===== config.mk =====
export PLATFORM = sky130hd
export DESIGN_NAME = step_pulse_monitor_flat
export DESIGN_NICKNAME = d
export VERILOG_FILES = /design/src/rtl/step_pulse_monitor_if.sv /design/src/rtl/step_pulse_monitor.sv /design/src/flat_wrapper.sv
export SDC_FILE = /design/constraint.sdc
export NUM_CORES = 1
export LEC_CHECK = 0
export BUFFER_PORTS_ARGS = -buffer_cell sky130_fd_sc_hd__clkbuf_2
export CAP_MARGIN = 10
export CORE_ASPECT_RATIO = 0.75
export CORE_UTILIZATION = 46
export DETAILED_ROUTE_END_ITERATION = 10
export HOLD_SLACK_MARGIN = 0.03
export PLACE_DENSITY = 0.72
export SLEW_MARGIN = 20
export SYNTH_ARGS = -nofsm -noshare
export SYNTH_HDL_FRONTEND = slang
export SYNTH_SLANG_ARGS = --single-unit

===== constraint.sdc =====
create_clock -name clk -period 4.5 [get_ports clk]
set_clock_uncertainty 0.05 [all_clocks]
set_input_delay 0.9 -clock clk [delete_from_list [all_inputs] [get_ports clk]]
set_output_delay 0.9 -clock clk [all_outputs]
set_load 0.05 [all_outputs]

===== src/rtl/step_pulse_monitor_if.sv =====
`default_nettype none
// ============================================================================
// Module      : step_pulse_monitor_if
// Description : Pin bundle between a step/dir/microstep source and the
//               step_pulse_monitor. The master side drives the motor pins and
//               the clear. The slave side is the monitor, which returns the
//               reconstructed motion state.
// Revision    : 1.0 - initial release
// ============================================================================
interface step_pulse_monitor_if #(
  parameter int C_POSITION_WIDTH    = 32,
  parameter int C_STEP_NUMBER_WIDTH = 16,
  parameter int C_PERIOD_WIDTH      = 16,
  parameter int C_MICROSTEP_WIDTH   = 3
);
  logic                           i_drive;
  logic                           i_dir;
  logic [C_MICROSTEP_WIDTH-1:0]   i_ms;
  logic                           i_zpd;
  logic                           i_clear;
  logic [C_POSITION_WIDTH-1:0]    o_position;
  logic [C_STEP_NUMBER_WIDTH-1:0] o_step_cnt;
  logic [C_PERIOD_WIDTH-1:0]      o_period;
  logic                           o_period_valid;
  logic                           o_moving;
  logic                           o_reverse;
  logic                           o_stall;
  logic                           o_zero_hit;
  logic                           o_dir_err;

  modport master (
    output i_drive, i_dir, i_ms, i_zpd, i_clear,
    input  o_position, o_step_cnt, o_period, o_period_valid, o_moving,
           o_reverse, o_stall, o_zero_hit, o_dir_err
  );

  modport slave (
    input  i_drive, i_dir, i_ms, i_zpd, i_clear,
    output o_position, o_step_cnt, o_period, o_period_valid, o_moving,
           o_reverse, o_stall, o_zero_hit, o_dir_err
  );
endinterface
`default_nettype wire


===== src/rtl/step_pulse_monitor.sv =====
`default_nettype none
// ============================================================================
// Module      : step_pulse_monitor
// Description : Receive-side monitor for step/dir/microstep pins. It
//               reconstructs the signed position in finest-microstep units,
//               the raw step count and the step period. It also flags
//               reversals and stalls, and re-zeroes on the zero-position
//               detector.
//               Optional macro STEP_MON_DIR_CHECK_EN adds a sticky
//               direction-setup violation flag.
// Revision    : 1.0 - initial release
// ============================================================================
module step_pulse_monitor #(
  parameter int C_POSITION_WIDTH    = 32,
  parameter int C_STEP_NUMBER_WIDTH = 16,
  parameter int C_PERIOD_WIDTH      = 16,
  parameter int C_MICROSTEP_WIDTH   = 3,
  parameter int C_MS_MAX            = 5,
  parameter int C_SYNC_STAGES       = 2,
  parameter int C_STALL_CYCLES      = 50000,
  parameter int C_DIR_SETUP         = 4
) (
  input  logic                 clk,
  input  logic                 resetn,
  step_pulse_monitor_if.slave  pins
);

  localparam int                           C_CNT_W       = $clog2(C_STALL_CYCLES + 1);
  localparam logic [C_CNT_W-1:0]           C_STALL_CNT   = C_CNT_W'(C_STALL_CYCLES);
  localparam logic [C_MICROSTEP_WIDTH-1:0] C_MS_MAX_CODE = C_MICROSTEP_WIDTH'(C_MS_MAX);
  localparam logic [C_POSITION_WIDTH-1:0]  C_POS_ONE     = C_POSITION_WIDTH'(1);

  typedef enum logic [0:0] {
    ST_IDLE   = 1'b0,
    ST_MOVING = 1'b1
  } state_t;

  state_t state_q, state_d;

  logic [C_SYNC_STAGES-1:0]                         drive_sync_q, dir_sync_q, zpd_sync_q;
  logic [C_SYNC_STAGES-1:0][C_MICROSTEP_WIDTH-1:0]  ms_sync_q;
  logic                                             drive_dly_q, zpd_dly_q;

  logic                           drive_s, dir_s, zpd_s;
  logic [C_MICROSTEP_WIDTH-1:0]   ms_s;
  logic                           step_rise, zpd_rise, timeout;
  logic [C_POSITION_WIDTH-1:0]    inc;
  logic [C_PERIOD_WIDTH-1:0]      period_sat;

  logic [C_POSITION_WIDTH-1:0]    pos_q, pos_d;
  logic [C_STEP_NUMBER_WIDTH-1:0] step_cnt_q, step_cnt_d;
  logic [C_PERIOD_WIDTH-1:0]      period_q, period_d;
  logic [C_CNT_W-1:0]             per_cnt_q, per_cnt_d;
  logic                           period_valid_q, period_valid_d;
  logic                           reverse_q, reverse_d;
  logic                           stall_q, stall_d;
  logic                           zero_hit_q, zero_hit_d;
  logic                           prev_dir_q, prev_dir_d;

  // Equal-depth synchronisers keep dir/ms aligned with the drive edge
  always_ff @(posedge clk or negedge resetn) begin
    if (!resetn) begin
      drive_sync_q <= '0;
      dir_sync_q   <= '0;
      zpd_sync_q   <= '0;
      ms_sync_q    <= '0;
      drive_dly_q  <= 1'b0;
      zpd_dly_q    <= 1'b0;
    end else begin
      drive_sync_q <= {drive_sync_q[C_SYNC_STAGES-2:0], pins.i_drive};
      dir_sync_q   <= {dir_sync_q[C_SYNC_STAGES-2:0], pins.i_dir};
      zpd_sync_q   <= {zpd_sync_q[C_SYNC_STAGES-2:0], pins.i_zpd};
      ms_sync_q    <= {ms_sync_q[C_SYNC_STAGES-2:0], pins.i_ms};
      drive_dly_q  <= drive_s;
      zpd_dly_q    <= zpd_s;
    end
  end

  assign drive_s   = drive_sync_q[C_SYNC_STAGES-1];
  assign dir_s     = dir_sync_q[C_SYNC_STAGES-1];
  assign zpd_s     = zpd_sync_q[C_SYNC_STAGES-1];
  assign ms_s      = ms_sync_q[C_SYNC_STAGES-1];
  assign step_rise = drive_s & ~drive_dly_q;
  assign zpd_rise  = zpd_s & ~zpd_dly_q;
  assign timeout   = (per_cnt_q == C_STALL_CNT);

  // Position increment for the sampled microstep code; out-of-range codes step by one LSB
  always_comb begin
    inc = C_POS_ONE;
    if (ms_s <= C_MS_MAX_CODE) begin
      inc = C_POS_ONE << (C_MS_MAX_CODE - ms_s);
    end
  end

  generate
    if (C_CNT_W > C_PERIOD_WIDTH) begin : g_period_sat
      assign period_sat = (|per_cnt_q[C_CNT_W-1:C_PERIOD_WIDTH]) ? '1 : per_cnt_q[C_PERIOD_WIDTH-1:0];
    end else begin : g_period_ext
      assign period_sat = C_PERIOD_WIDTH'(per_cnt_q);
    end
  endgenerate

  // Motion state: a step starts motion; a full stall interval without steps ends it
  always_comb begin
    state_d = state_q;
    stall_d = 1'b0;
    if (pins.i_clear) begin
      state_d = ST_IDLE;
    end else if (step_rise) begin
      state_d = ST_MOVING;
    end else if ((state_q == ST_MOVING) && timeout) begin
      state_d = ST_IDLE;
      stall_d = 1'b1;
    end
  end

  // Position, step count, period and strobes; clear beats zero, zero beats step
  always_comb begin
    pos_d          = pos_q;
    step_cnt_d     = step_cnt_q;
    period_d       = period_q;
    prev_dir_d     = prev_dir_q;
    period_valid_d = 1'b0;
    reverse_d      = 1'b0;
    zero_hit_d     = 1'b0;
    per_cnt_d      = timeout ? per_cnt_q : per_cnt_q + 1'b1;
    if (pins.i_clear) begin
      pos_d      = '0;
      step_cnt_d = '0;
      period_d   = '0;
      per_cnt_d  = '0;
    end else begin
      if (step_rise) begin
        step_cnt_d = step_cnt_q + 1'b1;
        per_cnt_d  = C_CNT_W'(1);
        prev_dir_d = dir_s;
        pos_d      = dir_s ? (pos_q - inc) : (pos_q + inc);
        if (state_q == ST_MOVING) begin
          if (dir_s == prev_dir_q) begin
            period_d       = period_sat;
            period_valid_d = 1'b1;
          end else begin
            reverse_d = 1'b1;
          end
        end
      end
      if (zpd_rise) begin
        pos_d      = '0;
        zero_hit_d = 1'b1;
      end
    end
  end

  // State and datapath registers
  always_ff @(posedge clk or negedge resetn) begin
    if (!resetn) begin
      state_q        <= ST_IDLE;
      pos_q          <= '0;
      step_cnt_q     <= '0;
      period_q       <= '0;
      per_cnt_q      <= '0;
      period_valid_q <= 1'b0;
      reverse_q      <= 1'b0;
      stall_q        <= 1'b0;
      zero_hit_q     <= 1'b0;
      prev_dir_q     <= 1'b0;
    end else begin
      state_q        <= state_d;
      pos_q          <= pos_d;
      step_cnt_q     <= step_cnt_d;
      period_q       <= period_d;
      per_cnt_q      <= per_cnt_d;
      period_valid_q <= period_valid_d;
      reverse_q      <= reverse_d;
      stall_q        <= stall_d;
      zero_hit_q     <= zero_hit_d;
      prev_dir_q     <= prev_dir_d;
    end
  end

`ifdef STEP_MON_DIR_CHECK_EN
  localparam int                     C_SETUP_W   = $clog2(C_DIR_SETUP + 1);
  localparam logic [C_SETUP_W-1:0]   C_SETUP_MAX = C_SETUP_W'(C_DIR_SETUP);

  logic                 dir_dly_q;
  logic [C_SETUP_W-1:0] setup_cnt_q, setup_cnt_d;
  logic                 dir_err_q, dir_err_d;
  logic                 dir_chg;

  assign dir_chg = dir_s ^ dir_dly_q;

  // Dir stability count; a step on a freshly changed dir latches the error
  always_comb begin
    setup_cnt_d = setup_cnt_q;
    dir_err_d   = dir_err_q;
    if (dir_chg) begin
      setup_cnt_d = '0;
    end else if (setup_cnt_q != C_SETUP_MAX) begin
      setup_cnt_d = setup_cnt_q + 1'b1;
    end
    if (pins.i_clear) begin
      dir_err_d = 1'b0;
    end else if (step_rise && (dir_chg || (setup_cnt_q < C_SETUP_MAX))) begin
      dir_err_d = 1'b1;
    end
  end

  // Dir-check registers
  always_ff @(posedge clk or negedge resetn) begin
    if (!resetn) begin
      dir_dly_q   <= 1'b0;
      setup_cnt_q <= '0;
      dir_err_q   <= 1'b0;
    end else begin
      dir_dly_q   <= dir_s;
      setup_cnt_q <= setup_cnt_d;
      dir_err_q   <= dir_err_d;
    end
  end

  assign pins.o_dir_err = dir_err_q;
`else
  assign pins.o_dir_err = 1'b0;
`endif

  assign pins.o_position     = pos_q;
  assign pins.o_step_cnt     = step_cnt_q;
  assign pins.o_period       = period_q;
  assign pins.o_period_valid = period_valid_q;
  assign pins.o_moving       = (state_q == ST_MOVING);
  assign pins.o_reverse      = reverse_q;
  assign pins.o_stall        = stall_q;
  assign pins.o_zero_hit     = zero_hit_q;

endmodule
`default_nettype wire


===== src/flat_wrapper.sv =====
// flat-port wrapper written by rule: the top's interface ports become plain ports
module step_pulse_monitor_flat 
#(
  parameter int C_POSITION_WIDTH    = 32,
  parameter int C_STEP_NUMBER_WIDTH = 16,
  parameter int C_PERIOD_WIDTH      = 16,
  parameter int C_MICROSTEP_WIDTH   = 3,
  parameter int C_MS_MAX            = 5,
  parameter int C_SYNC_STAGES       = 2,
  parameter int C_STALL_CYCLES      = 50000,
  parameter int C_DIR_SETUP         = 4
)
  (clk, resetn, pins_i_drive, pins_i_dir, pins_i_ms, pins_i_zpd, pins_i_clear, pins_o_position, pins_o_step_cnt, pins_o_period, pins_o_period_valid, pins_o_moving, pins_o_reverse, pins_o_stall, pins_o_zero_hit, pins_o_dir_err);
  step_pulse_monitor_if #(.C_POSITION_WIDTH(C_POSITION_WIDTH), .C_STEP_NUMBER_WIDTH(C_STEP_NUMBER_WIDTH), .C_PERIOD_WIDTH(C_PERIOD_WIDTH), .C_MICROSTEP_WIDTH(C_MICROSTEP_WIDTH)) pins_i ();
  input  logic clk;
  input  logic resetn;
  input wire logic [$bits(pins_i.i_drive)-1:0] pins_i_drive;
  input wire logic [$bits(pins_i.i_dir)-1:0] pins_i_dir;
  input wire logic [$bits(pins_i.i_ms)-1:0] pins_i_ms;
  input wire logic [$bits(pins_i.i_zpd)-1:0] pins_i_zpd;
  input wire logic [$bits(pins_i.i_clear)-1:0] pins_i_clear;
  output wire logic [$bits(pins_i.o_position)-1:0] pins_o_position;
  output wire logic [$bits(pins_i.o_step_cnt)-1:0] pins_o_step_cnt;
  output wire logic [$bits(pins_i.o_period)-1:0] pins_o_period;
  output wire logic [$bits(pins_i.o_period_valid)-1:0] pins_o_period_valid;
  output wire logic [$bits(pins_i.o_moving)-1:0] pins_o_moving;
  output wire logic [$bits(pins_i.o_reverse)-1:0] pins_o_reverse;
  output wire logic [$bits(pins_i.o_stall)-1:0] pins_o_stall;
  output wire logic [$bits(pins_i.o_zero_hit)-1:0] pins_o_zero_hit;
  output wire logic [$bits(pins_i.o_dir_err)-1:0] pins_o_dir_err;
  assign pins_i.i_drive = pins_i_drive;
  assign pins_i.i_dir = pins_i_dir;
  assign pins_i.i_ms = pins_i_ms;
  assign pins_i.i_zpd = pins_i_zpd;
  assign pins_i.i_clear = pins_i_clear;
  assign pins_o_position = pins_i.o_position;
  assign pins_o_step_cnt = pins_i.o_step_cnt;
  assign pins_o_period = pins_i.o_period;
  assign pins_o_period_valid = pins_i.o_period_valid;
  assign pins_o_moving = pins_i.o_moving;
  assign pins_o_reverse = pins_i.o_reverse;
  assign pins_o_stall = pins_i.o_stall;
  assign pins_o_zero_hit = pins_i.o_zero_hit;
  assign pins_o_dir_err = pins_i.o_dir_err;
  step_pulse_monitor #(.C_POSITION_WIDTH(C_POSITION_WIDTH), .C_STEP_NUMBER_WIDTH(C_STEP_NUMBER_WIDTH), .C_PERIOD_WIDTH(C_PERIOD_WIDTH), .C_MICROSTEP_WIDTH(C_MICROSTEP_WIDTH), .C_MS_MAX(C_MS_MAX), .C_SYNC_STAGES(C_SYNC_STAGES), .C_STALL_CYCLES(C_STALL_CYCLES), .C_DIR_SETUP(C_DIR_SETUP)) u_core (.clk(clk), .resetn(resetn), .pins(pins_i));
endmodule

### Word-level counts from Yosys, hierarchy flattened

Cells that the tools add are included.

| cells by class | value |
|---|---|
| equal/unequal tests | 3 |
| add/subtract/negate cells | 5 |
| $lt $le $gt $ge | 1 |
| reduce and logical (&&, ||, !) cells | 8 |
| shift-type cells | 1 |
| bitwise logic cells | 5 |
| mux-type cells | 30 |

Operator list:

| cell | count |
|---|---|
| 32-bit two-way mux | 5 |
| 16-bit two-way mux | 9 |
| 16-bit by 1-bit adder with 16-bit output, second input constant | 2 |
| 32-bit adder | 1 |
| 1-bit by 3-bit << shifter with 32-bit output, first input constant | 1 |
| 32-bit subtractor | 1 |
| 16-bit equality test, second input constant | 1 |
| 1-bit two-way mux | 16 |
| 2-bit nonzero test | 3 |
| 3-bit nonzero test | 2 |
| 3-bit less-or-equal comparator, second input constant | 1 |
| 3-bit by 2-bit inequality test with 1-bit output, second input constant | 1 |
| 1-bit NOT | 3 |
| 3-bit AND reduction | 1 |
| 3-bit subtractor, first input constant | 1 |
| 1-bit bitwise AND | 2 |
| 2-bit AND reduction | 1 |
| 1-bit equality test | 1 |
| 1-bit logical AND | 1 |

| storage, ports and cells | value |
|---|---|
| register bits after elaboration | 100 |
| output and inout bits | 70 |
| input bits | 9 |
| word-level logic and storage cells | 70 |

### Longest topological paths before layout

Gate-level depths: netlist of the first run.

| depth | value |
|---|---|
| depth after elaboration | 8 |
| mapped depth | 17 |
| depth with buffers taken out | 17 |

### Worst setup path after synthesis of the first run

No wires, ideal clock.

| timing path | value |
|---|---|
| path kind | register to register |
| start | register u_core.ms_sync_q (netlist bit u_core.ms_s[1]) |
| end | register u_core.pos_q[31] (netlist: u_core.pins.o_position[31]) |
| library setup time | 131 ps |
| stages on the path, launching flop included | 17 |
| data arrival time | 3746 ps |
| data required time | 4319 ps |
| buffers on the path | 0 |
| path slack | 572 ps |
| period minus slack after synthesis | 3928 ps |
| cells stage by stage | dfrtp_1 -> inv_1 -> ha_1 -> nor2b_1 -> nor3b_1 -> inv_1 -> ha_1 -> nor3b_1 -> a21o_1 -> ha_1 -> a21o_1 -> o21bai_1 -> a211o_1 -> or4b_4 -> nand2_4 -> mux2i_1 -> or3_1 |

| between the ends | value |
|---|---|
| cells in the longest elaborated chain, start to end | 8 |
| elaborated cells between the ends (all ways) | 10 |
| classes of those cells | 3 x add/sub; 1 x order compare; 1 x shift; 5 x mux |

Ends and longest elaborated chain:

| what | line | RTL |
|---|---|---|
| from (decl) | step_pulse_monitor.sv:41 | `logic [C_SYNC_STAGES-1:0][C_MICROSTEP_WIDTH-1:0] ms_sync_q;` |
| from (signal assigned) | step_pulse_monitor.sv:73 | `ms_sync_q <= {ms_sync_q[C_SYNC_STAGES-2:0], pins.i_ms};` |
| 3-bit subtractor | step_pulse_monitor.sv:91 | `inc = C_POS_ONE << (C_MS_MAX_CODE - ms_s);` |
| 1-bit by 3-bit << shifter with 32-bit output | step_pulse_monitor.sv:91 |  |
| 32-bit two-way mux (*) | step_pulse_monitor.sv:90 | `if (ms_s <= C_MS_MAX_CODE) begin` |
| 32-bit adder or 32-bit subtractor (tied branches) | step_pulse_monitor.sv:137 | `pos_d = dir_s ? (pos_q - inc) : (pos_q + inc);` |
| 32-bit two-way mux (*) | step_pulse_monitor.sv:137 |  |
| 32-bit two-way mux (*) | step_pulse_monitor.sv:133 | `if (step_rise) begin` |
| 32-bit two-way mux (*) | step_pulse_monitor.sv:147 | `if (zpd_rise) begin` |
| 32-bit two-way mux (*) | step_pulse_monitor.sv:127 | `if (pins.i_clear) begin` |
| to (signal assigned) | step_pulse_monitor.sv:169 | `pos_q <= pos_d;` |
| to (decl) | step_pulse_monitor.sv:50 | `logic [C_POSITION_WIDTH-1:0] pos_q, pos_d;` |

Every way passes the cells marked *; elsewhere a longest branch is shown, timed or not. The select of a mux whose other input is x is not followed.
A chain may end at the register's enable or synchronous reset.

### Final worst setup path of the first run

| timing path | value |
|---|---|
| start | register u_core.ms_sync_q (netlist bit u_core.ms_s[1]) |
| end | register u_core.pos_q[24] (netlist: u_core.pins.o_position[24]) |

The elaborated chain is that of the path after synthesis.

==> results.yml, run 1 <==
yosys:
  synth_edf_count: 0
  synth_ff_type: "dfrtp_1"
  ys_seq_area_frac: 0.412
  synth-seq-cells: 100
  syn_area_um2: 6070
  synth_cell_type_count: 67
  async_flop_share: 1.00
  syn_area_per_cell_um2: 9.26
  syn_nets: 711
  synthCells: 656
  yosys_warnings: 0
detailed_routing:
  dr_total_vias: 5251
  viasPerCell: 5.87
  wl_um: 15800
  first_iter_violations: 586
  wire_per_inst_um: 17.7
  detail-route-antenna-nets: 0
  remaining_drc_errors: 0
  drtPass1Iterations: 6
grt:
  grt_pass1_wl_um: 25700
  grt.total_usage: 0.243
  use_met2: 0.369
  grtUsageMet1: 0.346
  grt_max_degree: 38
  busiest_layer: "met2"
  grt_pass1_vias: 5008
  antenna_found_initial: 0
  grt_use_met3: 0.0480
  gr-total-overflow: 0
setup_path:
  rr_worst_depth: 16
  crit_buf_inv: 3
  crit_start: "u_core.ms_s[1]"
  critPathKind: "register to register"
  path_cells: "inv_1 -> ha_2 -> or3_1 -> nor2_2 -> inv_1 -> ha_1 -> mux2i_2 -> ha_1 -> a21oi_1 -> or3_1 -> o211ai_1 -> buf_4 -> o211ai_1 -> a21oi_1 -> or3_1 -> a32o_1"
  cp_max_fo: 6
  rr_startpoint: "u_core.ms_s[1]"
  startpoint_type: "register"
  crit_top_cell: "or3_1"
  critical-path-top-delay-family: "simple AND/OR/NAND/NOR gates"
  crit_path_end: "u_core.pins.o_position[24]"
  arrival_ns: 4.50
  required_ns: 4.69
  timing.rr.end: "u_core.pins.o_position[24]"
  max_stage_delay_ns: 0.42
  critical_path_depth: 16
  reg2reg_slack_ns: 0.19
  worst_path_max_delay_cell: "dfrtp_1"
  cp-end-kind: "register"
clock_tree:
  clock_latency_ns: 0.35
  post_cts_buffers: 0
  ctsHtreeMaxLevel: 3
  path_clk_slew_ns: 0.07
  numCtsBuffers: 9
  ctsResizeCount: 0
  max-clock-path-buffers: 2
  ctsHoldBuffers: 0
  cts_num_sinks: 100
  cts_tree: "built"
  root_buffer: "clkbuf_16"
cells_and_area:
  nNetsFinal: 778
  fillCellCount: 1157
  final_area_um2: 6900
  layout_commonest_cell: "dfrtp_1"
  layout-drive-gt1-share: 0.174
  area_growth_pct: 13.7
  diodes: 0
  post-route-util: 0.549
  mostFrequentLayoutCells: "dfrtp_1, clkbuf_2, nand2_1, nor2_1"
  final_cells: 894
timing:
  rsz0062_at_grt: "true"
  relSlewSlack: 0.457
  min_period_ns: 4.31
  fin_tns_setup_ns: 0
  hold_violations: 0
  drv_slew: 0
  setup_ws_ns: 0.191
  whs_ns: 0.303
  finalSetupViolCount: 0
  fmax_ghz: 0.232
  worstMarginPinSlew_ns: 0.812
  min_period_over_period: 0.957
run_status:
  outcome: "complete, no violations"
floorplan:
  pin_count: 79
  die-height_um: 102
  dieWidth_um: 135
  rows: 35
  die_area_um2: 13700
  start_util: 0.483
  coreArea_um2: 12600
power_and_ir_drop:
  pwr-share-seq: 0.436
  p_sw_frac: 0.330
  p_leak_nw: 3.40
  p_int_mw: 1.48
  p_comb_frac: 0.230
  clkPwrFrac: 0.334
  pwr_density_cell_nw_per_um2: 320
  ir_drop_mv: 0.205
  p_switching_uw: 728
  power_mw: 2.21
run:
  cap_violations: 0
placed_design:
  dpl-instance-area_um2: 6600
  port_buffers: 77
  dpl_worst_slack_ns: 0.140
  post-place-cells: 878
  gp_congestion: 0.947
  place_hpwl_um: 12000
worst_hold_path:
  hp-class: "register to register"
  hp-start: "u_core.ms_sync_q[0]"
## worst reg2reg max path: cells and delay by family (launching register included)
family / cells / cell delay [ns]
compound gates: 5 / 1.04
fa+ha+maj: 3 / 0.97
buf+inv: 3 / 0.40
flops: 1 / 0.42
mux: 1 / 0.23
simple gates: 4 / 1.09
## state kept, by name, summed over array words and instances, names as in the netlist
name,cells
u_core.pins.o_position,32
u_core.per_cnt_q,16
u_core.pins.o_period,16
u_core.pins.o_step_cnt,16
u_core.ms_s,3
u_core.ms_sync_q,3
u_core.dir_sync_q,2
u_core.drive_sync_q,2
u_core.zpd_sync_q,2
u_core.drive_dly_q,1
u_core.pins.o_moving,1
u_core.pins.o_period_valid,1
u_core.pins.o_reverse,1
u_core.pins.o_stall,1
u_core.pins.o_zero_hit,1
u_core.prev_dir_q,1
u_core.zpd_dly_q,1
## logic make-up (layout without fill, tap and decap cells)
kind of cell	after synthesis	count (layout)	share of synthesized area
other	1	1	0.000618
AO/OA/AOI/OAI	182	182	0.199
AND/OR/NAND/NOR	226	226	0.183
multiplexers	6	6	0.0103
adder cells (fa/ha/maj)	46	46	0.0960
buffers and inverters	52	124	0.0365
flip-flops	100	100	0.412
XOR/XNOR	43	43	0.0620
## area by class of cell
class	instances	area (µm²)	share of cell area
Clock inverter	6	46.3	0.00671
Inverter	22	82.6	0.0120
Multi-Input combinational cell	504	3380	0.489
Clock buffer	10	229	0.0332
Sequential cell	100	2500	0.363
Timing Repair Buffer	86	455	0.0660
Tap cell	166	208	0.0301
## worst min path at each step
stage,slack [ns],cells after the start,endpoint
global placement,0.28,0,u_core.zpd_sync_q[1]
global route,0.32,0,u_core.drive_sync_q[1]
detailed placement,0.28,0,u_core.drive_sync_q[1]
floorplan,0.28,0,u_core.dir_sync_q[1]
CTS,0.30,0,u_core.dir_sync_q[1]
finish,0.30,0,u_core.ms_s[0]
## power groups by stage
stage	sequential, mW	clock (mW)	combinational, mW
floorplan	1.04	0	0.301
global placement	0.976	0	0.487
detailed placement	0.978	0	0.496
CTS	0.961	0.756	0.499
global route	0.965	0.794	0.556
finish	0.961	0.737	0.508
## Yosys cell counts (all sizes together), types with 16 or more instances
cell type	instances	area, µm²
nor2	58	218
nand2	69	267
inv	22	82.6
nand4	16	100
dfrtp	100	2500
ha	45	563
a21oi	45	225
clkbuf	22	82.6
a21o	21	160
xor2	28	245
a22o	18	158
nand3	16	80.1
o21ai	49	245
## routing by layer
metal  part of all wire  wire length (µm)
met5                  0                 0
met4              0.018               277
met3              0.071              1120
met2               0.44              6970
met1               0.47              7420
Power figures use the tool's default switching activity.
==> run 2, diff against run 1 <==
--- a/config.mk
+++ b/config.mk
@@ -5,13 +5,14 @@
 export SDC_FILE = /design/constraint.sdc
 export NUM_CORES = 1
 export LEC_CHECK = 0
+export ABC_AREA = 1
 export BUFFER_PORTS_ARGS = -buffer_cell sky130_fd_sc_hd__clkbuf_2
 export CAP_MARGIN = 10
 export CORE_ASPECT_RATIO = 0.75
 export CORE_UTILIZATION = 46
 export DETAILED_ROUTE_END_ITERATION = 10
 export HOLD_SLACK_MARGIN = 0.03
-export PLACE_DENSITY = 0.72
+export PLACE_DENSITY = 0.71
 export SLEW_MARGIN = 20
 export SYNTH_ARGS = -nofsm -noshare
 export SYNTH_HDL_FRONTEND = slang
==> run 2 against run 1 <==
Effect of this change:
- utilization decreased by 1.4 points
- fmax is 18% higher
- sequential power fell by 0.4%
- die area up 14%
- critical endpoint is now u_core.pins.o_position[28]
- combinational power barely moved
- first-iteration DRC count down 28%
- largest power group unchanged
- global-route usage decreased by 0.20 points
==> results.yml, run 2 <==
run_status:
  outcome: "complete, no violations"
clock_tree:
  root_buffer: "clkbuf_16"
  ctsHoldBuffers: 0
  clock_latency_ns: 0.35
  ctsHtreeMaxLevel: 3
  cts_num_sinks: 100
  numCtsBuffers: 9
  ctsResizeCount: 0
  cts_tree: "built"
  path_clk_slew_ns: 0.07
  max-clock-path-buffers: 2
  post_cts_buffers: 0
detailed_routing:
  first_iter_violations: 422
  detail-route-antenna-nets: 0
  viasPerCell: 4.97
  drtPass1Iterations: 5
  wl_um: 17600
  wire_per_inst_um: 13.7
  remaining_drc_errors: 0
  dr_total_vias: 6373
cells_and_area:
  layout_commonest_cell: "nand2_1"
  diodes: 0
  area_growth_pct: 12.7
  mostFrequentLayoutCells: "nand2_1, inv_1, dfrtp_1, nor2_1, clkbuf_2"
  final_area_um2: 7780
  final_cells: 1283
  nNetsFinal: 1133
  largest_reg_flops: 32
  layout-drive-gt1-share: 0.127
  post-route-util: 0.535
grt:
  grt.total_usage: 0.241
  grt_pass1_wl_um: 29000
  gr-total-overflow: 0
  grt_max_degree: 63
  grt_pass1_vias: 5804
  antenna_found_initial: 0
setup_path:
  reg2reg_slack_ns: 0.85
  rr_startpoint: "u_core.ms_s[1]"
  crit_start: "u_core.ms_s[1]"
  timing.rr.end: "u_core.pins.o_position[28]"
  cp-end-kind: "register"
  arrival_ns: 3.84
  cp_max_fo: 5
  rr_worst_depth: 17
  startpoint_type: "register"
  critPathKind: "register to register"
  required_ns: 4.69
  crit_path_end: "u_core.pins.o_position[28]"
power_and_ir_drop:
  p_leak_nw: 4.39
  p_comb_frac: 0.223
  ir_drop_mv: 0.182
  pwr-share-seq: 0.418
  pwr_density_cell_nw_per_um2: 294
  clkPwrFrac: 0.360
  p_int_mw: 1.51
  power_mw: 2.29
  p_sw_frac: 0.339
  p_switching_uw: 777
timing:
  worstMarginPinSlew_ns: 1.07
  rsz0062_at_grt: "false"
  min_period_over_period: 0.811
  fin_tns_setup_ns: 0
  relSlewSlack: 0.288
  setup_ws_ns: 0.848
  drv_slew: 0
  whs_ns: 0.300
  fmax_ghz: 0.274
  finalSetupViolCount: 0
  hold_violations: 0
  min_period_ns: 3.65
yosys:
  synth_top_area_frac: 0.362
  yosysMostFrequentCell: "nand2_1"
  synthTopCellsByCount: "nand2_1, inv_1, dfrtp_1"
  synth_edf_count: 0
  synth-seq-cells: 100
  yosys_warnings: 0
  synth_top_area_cell: "dfrtp_1"
  ys_seq_area_frac: 0.362
  syn_area_per_cell_um2: 6.88
  synthCells: 1004
  syn_nets: 1059
  synth_cell_type_count: 47
  synth_ff_type: "dfrtp_1"
  netlist_top_cells_area: "dfrtp_1, nand2_1, inv_1"
  syn_area_um2: 6910
  async_flop_share: 1.00
run:
  cap_violations: 0
floorplan:
  start_util: 0.475
  dieWidth_um: 144
  die_area_um2: 15500
  die-height_um: 108
  rows: 38
  coreArea_um2: 14500
  pin_count: 79
placed_design:
  gp_congestion: 0.957
  dpl_worst_slack_ns: 0.873
  port_buffers: 77
  dpl-instance-area_um2: 7470
  place_hpwl_um: 13600
  post-place-cells: 1267
worst_hold_path:
  hp-class: "register to register"
run 2: cell types whose count changed after synthesis, sizes merged, moves of 11 or more:
cell / change
nor2: +27
xor2: -21
or3: -15
nand2: +271
nand3: +54
clkbuf: -16
inv: +160
and3: -11
a21o: -20
a22o: -18
xnor2: -12
run 2: power groups by stage:
stage               clock, mW  combinational (mW)  sequential, mW
floorplan                   0               0.313            1.03
global placement            0               0.502           0.975
detailed placement          0               0.505           0.975
CTS                     0.847               0.507           0.957
global route            0.875               0.572           0.961
finish                  0.824               0.510           0.957
run 2: worst max-delay path, stage by stage (launching register included):
cell     delay (ns)
dfrtp_1        0.41
inv_1          0.11
ha_1           0.32
inv_1          0.10
o21ai_0        0.17
inv_1          0.09
ha_1           0.17
nand2_1        0.09
o31ai_1        0.55
ha_1           0.42
nand2_1        0.13
inv_1          0.06
a21oi_1        0.21
nand3_1        0.26
nand2_1        0.18
nand3_1        0.08
nand3_1        0.09
nand2_1        0.06
run 2: worst min path at each step:
| stage | slack [ns] | endpoint | from | depth (start not counted) |
|---|---|---|---|---|
| finish | 0.30 | u_core.ms_s[0] | u_core.ms_sync_q[0] | 0 |
| global route | 0.31 | u_core.ms_s[1] | u_core.ms_sync_q[1] | 0 |
| CTS | 0.30 | u_core.ms_s[0] | u_core.ms_sync_q[0] | 0 |
| detailed placement | 0.29 | u_core.dir_sync_q[1] | u_core.dir_sync_q[0] | 0 |
| global placement | 0.28 | u_core.drive_sync_q[1] | u_core.drive_sync_q[0] | 0 |
| floorplan | 0.28 | u_core.dir_sync_q[1] | u_core.dir_sync_q[0] | 0 |
run 2: cell families after synthesis:
family | share of synthesized area
AND/OR/NAND/NOR | 0.330
buffers and inverters | 0.115
AO/OA/AOI/OAI | 0.0953
flip-flops | 0.362
adder cells (fa/ha/maj) | 0.0844
XOR/XNOR | 0.0127
other | 0.000543
run 2: final cells by class:
type,instances,area (µm²)
clock inverters,6,82.6
clock buffers,10,229
repair buffers,80,410
fillers,1458,6760
multi-input cells,703,3620
inverters,184,692
flip-flops and latches,100,2500
well taps,200,250
run 2: routing by layer:
layer / part of all wire / global-route usage
met5: 0 / 0
met4: 0.010 / 0.0524
met3: 0.051 / 0.0403
met2: 0.42 / 0.363
met1: 0.52 / 0.359
==> run 3, diff against run 2 <==
--- a/config.mk
+++ b/config.mk
@@ -12,7 +12,7 @@
 export CORE_UTILIZATION = 46
 export DETAILED_ROUTE_END_ITERATION = 10
 export HOLD_SLACK_MARGIN = 0.03
-export PLACE_DENSITY = 0.71
+export PLACE_DENSITY = 0.74
 export SLEW_MARGIN = 20
 export SYNTH_ARGS = -nofsm -noshare
 export SYNTH_HDL_FRONTEND = slang
==> constraint.sdc (replaced) <==
create_clock -name clk -period 3.21 [get_ports clk]
set_clock_uncertainty 0.05 [all_clocks]
set_input_delay 0.642 -clock clk [delete_from_list [all_inputs] [get_ports clk]]
set_output_delay 0.642 -clock clk [all_outputs]
set_load 0.05 [all_outputs]
==> run 3 against run 2 <==
Effect of this change:
- die area unchanged
- sequential power grew 40%
- register-to-register slack worse by 0.71 ns
- critical path type unchanged
- non-clock buffer count grew 14
- worst setup slack worse by 0.71 ns
- via count increased by 2.4%
- critical endpoint is now u_core.pins.o_position[23]
- sequential cell count unchanged
- largest power group unchanged
- utilization grew 2.5 points
- routed wire length increased by 2.6%
- clock power up 37%
- first-iteration DRC count down 1.9%
==> results.yml, run 3 (same netlist as run 2, synthesis figures left out) <==
run_status:
  outcome: "complete, no violations"
timing:
  worstMarginPinSlew_ns: 0.585
  min_period_ns: 3.07
  drv_slew: 0
  hold_violations: 0
  relSlewSlack: 0.610
  fin_tns_setup_ns: 0
  fmax_ghz: 0.326
  min_period_over_period: 0.956
  finalSetupViolCount: 0
  rsz0062_at_grt: "true"
power_and_ir_drop:
  p_sw_frac: 0.358
  p_leak_nw: 4.48
  power_mw: 3.28
  pwr_density_cell_nw_per_um2: 403
  ir_drop_mv: 0.304
  p_comb_frac: 0.248
  clkPwrFrac: 0.344
  p_int_mw: 2.11
  pwr-share-seq: 0.408
  p_switching_mw: 1.17
detailed_routing:
  wl_um: 18100
  wire_per_inst_um: 13.9
  drtPass1Iterations: 5
  viasPerCell: 5.03
  detail-route-antenna-nets: 0
  dr_total_vias: 6523
  first_iter_violations: 414
  remaining_drc_errors: 0
run:
  cap_violations: 0
clock_tree:
  cts_num_sinks: 100
  path_clk_slew_ns: 0.08
  numCtsBuffers: 9
  ctsHoldBuffers: 0
  ctsHtreeMaxLevel: 3
  root_buffer: "clkbuf_16"
  max-clock-path-buffers: 2
  clock_latency_ns: 0.36
  cts_tree: "built"
grt:
  antenna_found_initial: 0
  grt_max_degree: 60
  gr-total-overflow: 0
  grt_pass1_wl_um: 29200
  grt_pass1_vias: 6046
  grt.total_usage: 0.242
cells_and_area:
  layout_commonest_cell: "nand2_1"
  mostFrequentLayoutCells: "nand2_1, inv_1, dfrtp_1, clkbuf_2, nand3_1"
  fillCellCount: 1395
  nNetsFinal: 1147
  multi_input_area_um2: 3860
  final_cells: 1297
  diodes: 0
  layout-drive-gt1-share: 0.188
  sequential_cell_area_um2: 2500
  area_growth_pct: 17.9
  largest_reg_flops: 32
floorplan:
  coreArea_um2: 14500
  rows: 38
  die-height_um: 108
  dieWidth_um: 144
  pin_count: 79
  die_area_um2: 15500
  start_util: 0.475
placed_design:
  place_hpwl_um: 13300
  gp_congestion: 0.895
  post-place-cells: 1279
  port_buffers: 77
setup_path:
  critPathKind: "register to register"
  reg2reg_slack_ns: 0.14
  arrival_ns: 3.27
  timing.rr.end: "u_core.pins.o_position[23]"
  rr_startpoint: "u_core.ms_s[1]"
  startpoint_type: "register"
  required_ns: 3.41
  rr_worst_depth: 21
  cp_max_fo: 5
  cp-end-kind: "register"
worst_hold_path:
  hp-class: "input pin to asynchronous set/reset pin"
run 3: changes by cell type in the layout (fill, tap and decap cells not counted), sizes merged:
cell and change:
buf +14, inv +1, bufinv -1, clkinv +1
clkbuf -1
run 3: power groups by stage:
stage | combinational (mW) | sequential, mW | clock, mW
global placement | 0.723 | 1.36 | 0
global route | 0.900 | 1.35 | 1.20
finish | 0.815 | 1.34 | 1.13
floorplan | 0.438 | 1.44 | 0
detailed placement | 0.732 | 1.36 | 0
CTS | 0.737 | 1.34 | 1.15
run 3: worst max path at each step:
stage,startpoint,end,cells past startpoint
2_1_floorplan,u_core.ms_s[1],u_core.pins.o_position[29],19
3_3_place_gp,u_core.ms_s[1],u_core.pins.o_position[29],19
3_5_place_dp,u_core.ms_s[2],u_core.pins.o_position[31],23
4_1_cts,u_core.ms_s[1],u_core.pins.o_position[31],22
5_1_grt,u_core.ms_s[1],u_core.pins.o_position[31],22
6_report,u_core.ms_s[1],u_core.pins.o_position[23],21
run 3: timing repair:
action	4_1_cts	5_1_grt
pin swaps	0	6
endpoints found under the setup margin	11	24
resized for setup	2	60
setup buffers	0	2
run 3: per-stage QoR:
step / instance area (µm²) / setup slack (ns) / hold slack, ns / utilization
2_1_floorplan: 6910 / 0.329 / 0.281 / -
3_3_place_gp: 7580 / -0.0250 / 0.282 / 0.521
3_5_place_dp: 7580 / -0.0587 / 0.286 / 0.521
4_1_cts: 7880 / -0.00322 / 0.254 / 0.542
5_1_grt: 8150 / -0.0381 / 0.286 / 0.560
6_report: 8150 / 0.143 / 0.233 / 0.560
run 3: worst max-delay path: stages (launching register included):
cell	delay [ns]
dfrtp_1	0.39
buf_4	0.15
ha_2	0.21
nor2_2	0.15
nand2_1	0.09
ha_2	0.20
nand2_2	0.08
buf_4	0.12
nand2_1	0.08
xnor2_2	0.21
inv_2	0.07
ha_4	0.27
nand2_4	0.11
inv_2	0.04
a21oi_1	0.16
nand2_2	0.09
nand2_1	0.08
nand2_2	0.11
nand2_1	0.10
nand3_1	0.07
nand3_1	0.08
nand2_1	0.06
run 3: final cells by class:
type | instances | share of cell area
well taps | 200 | 0.0307
multi-input cells | 703 | 0.475
clock buffers | 9 | 0.0276
flip-flops and latches | 100 | 0.307
inverters | 184 | 0.0849
repair buffers | 94 | 0.0648
clock inverters | 7 | 0.0101
run 3: per-layer routing:
metal | up-vias | part of all wire | global-route usage
li1 | 3328 | - | -
met1 | 2976 | 0.48 | 0.342
met2 | 200 | 0.45 | 0.393
met3 | 19 | 0.059 | 0.0319
met4 | 0 | 0.011 | 0.0562
met5 | - | 0 | 0
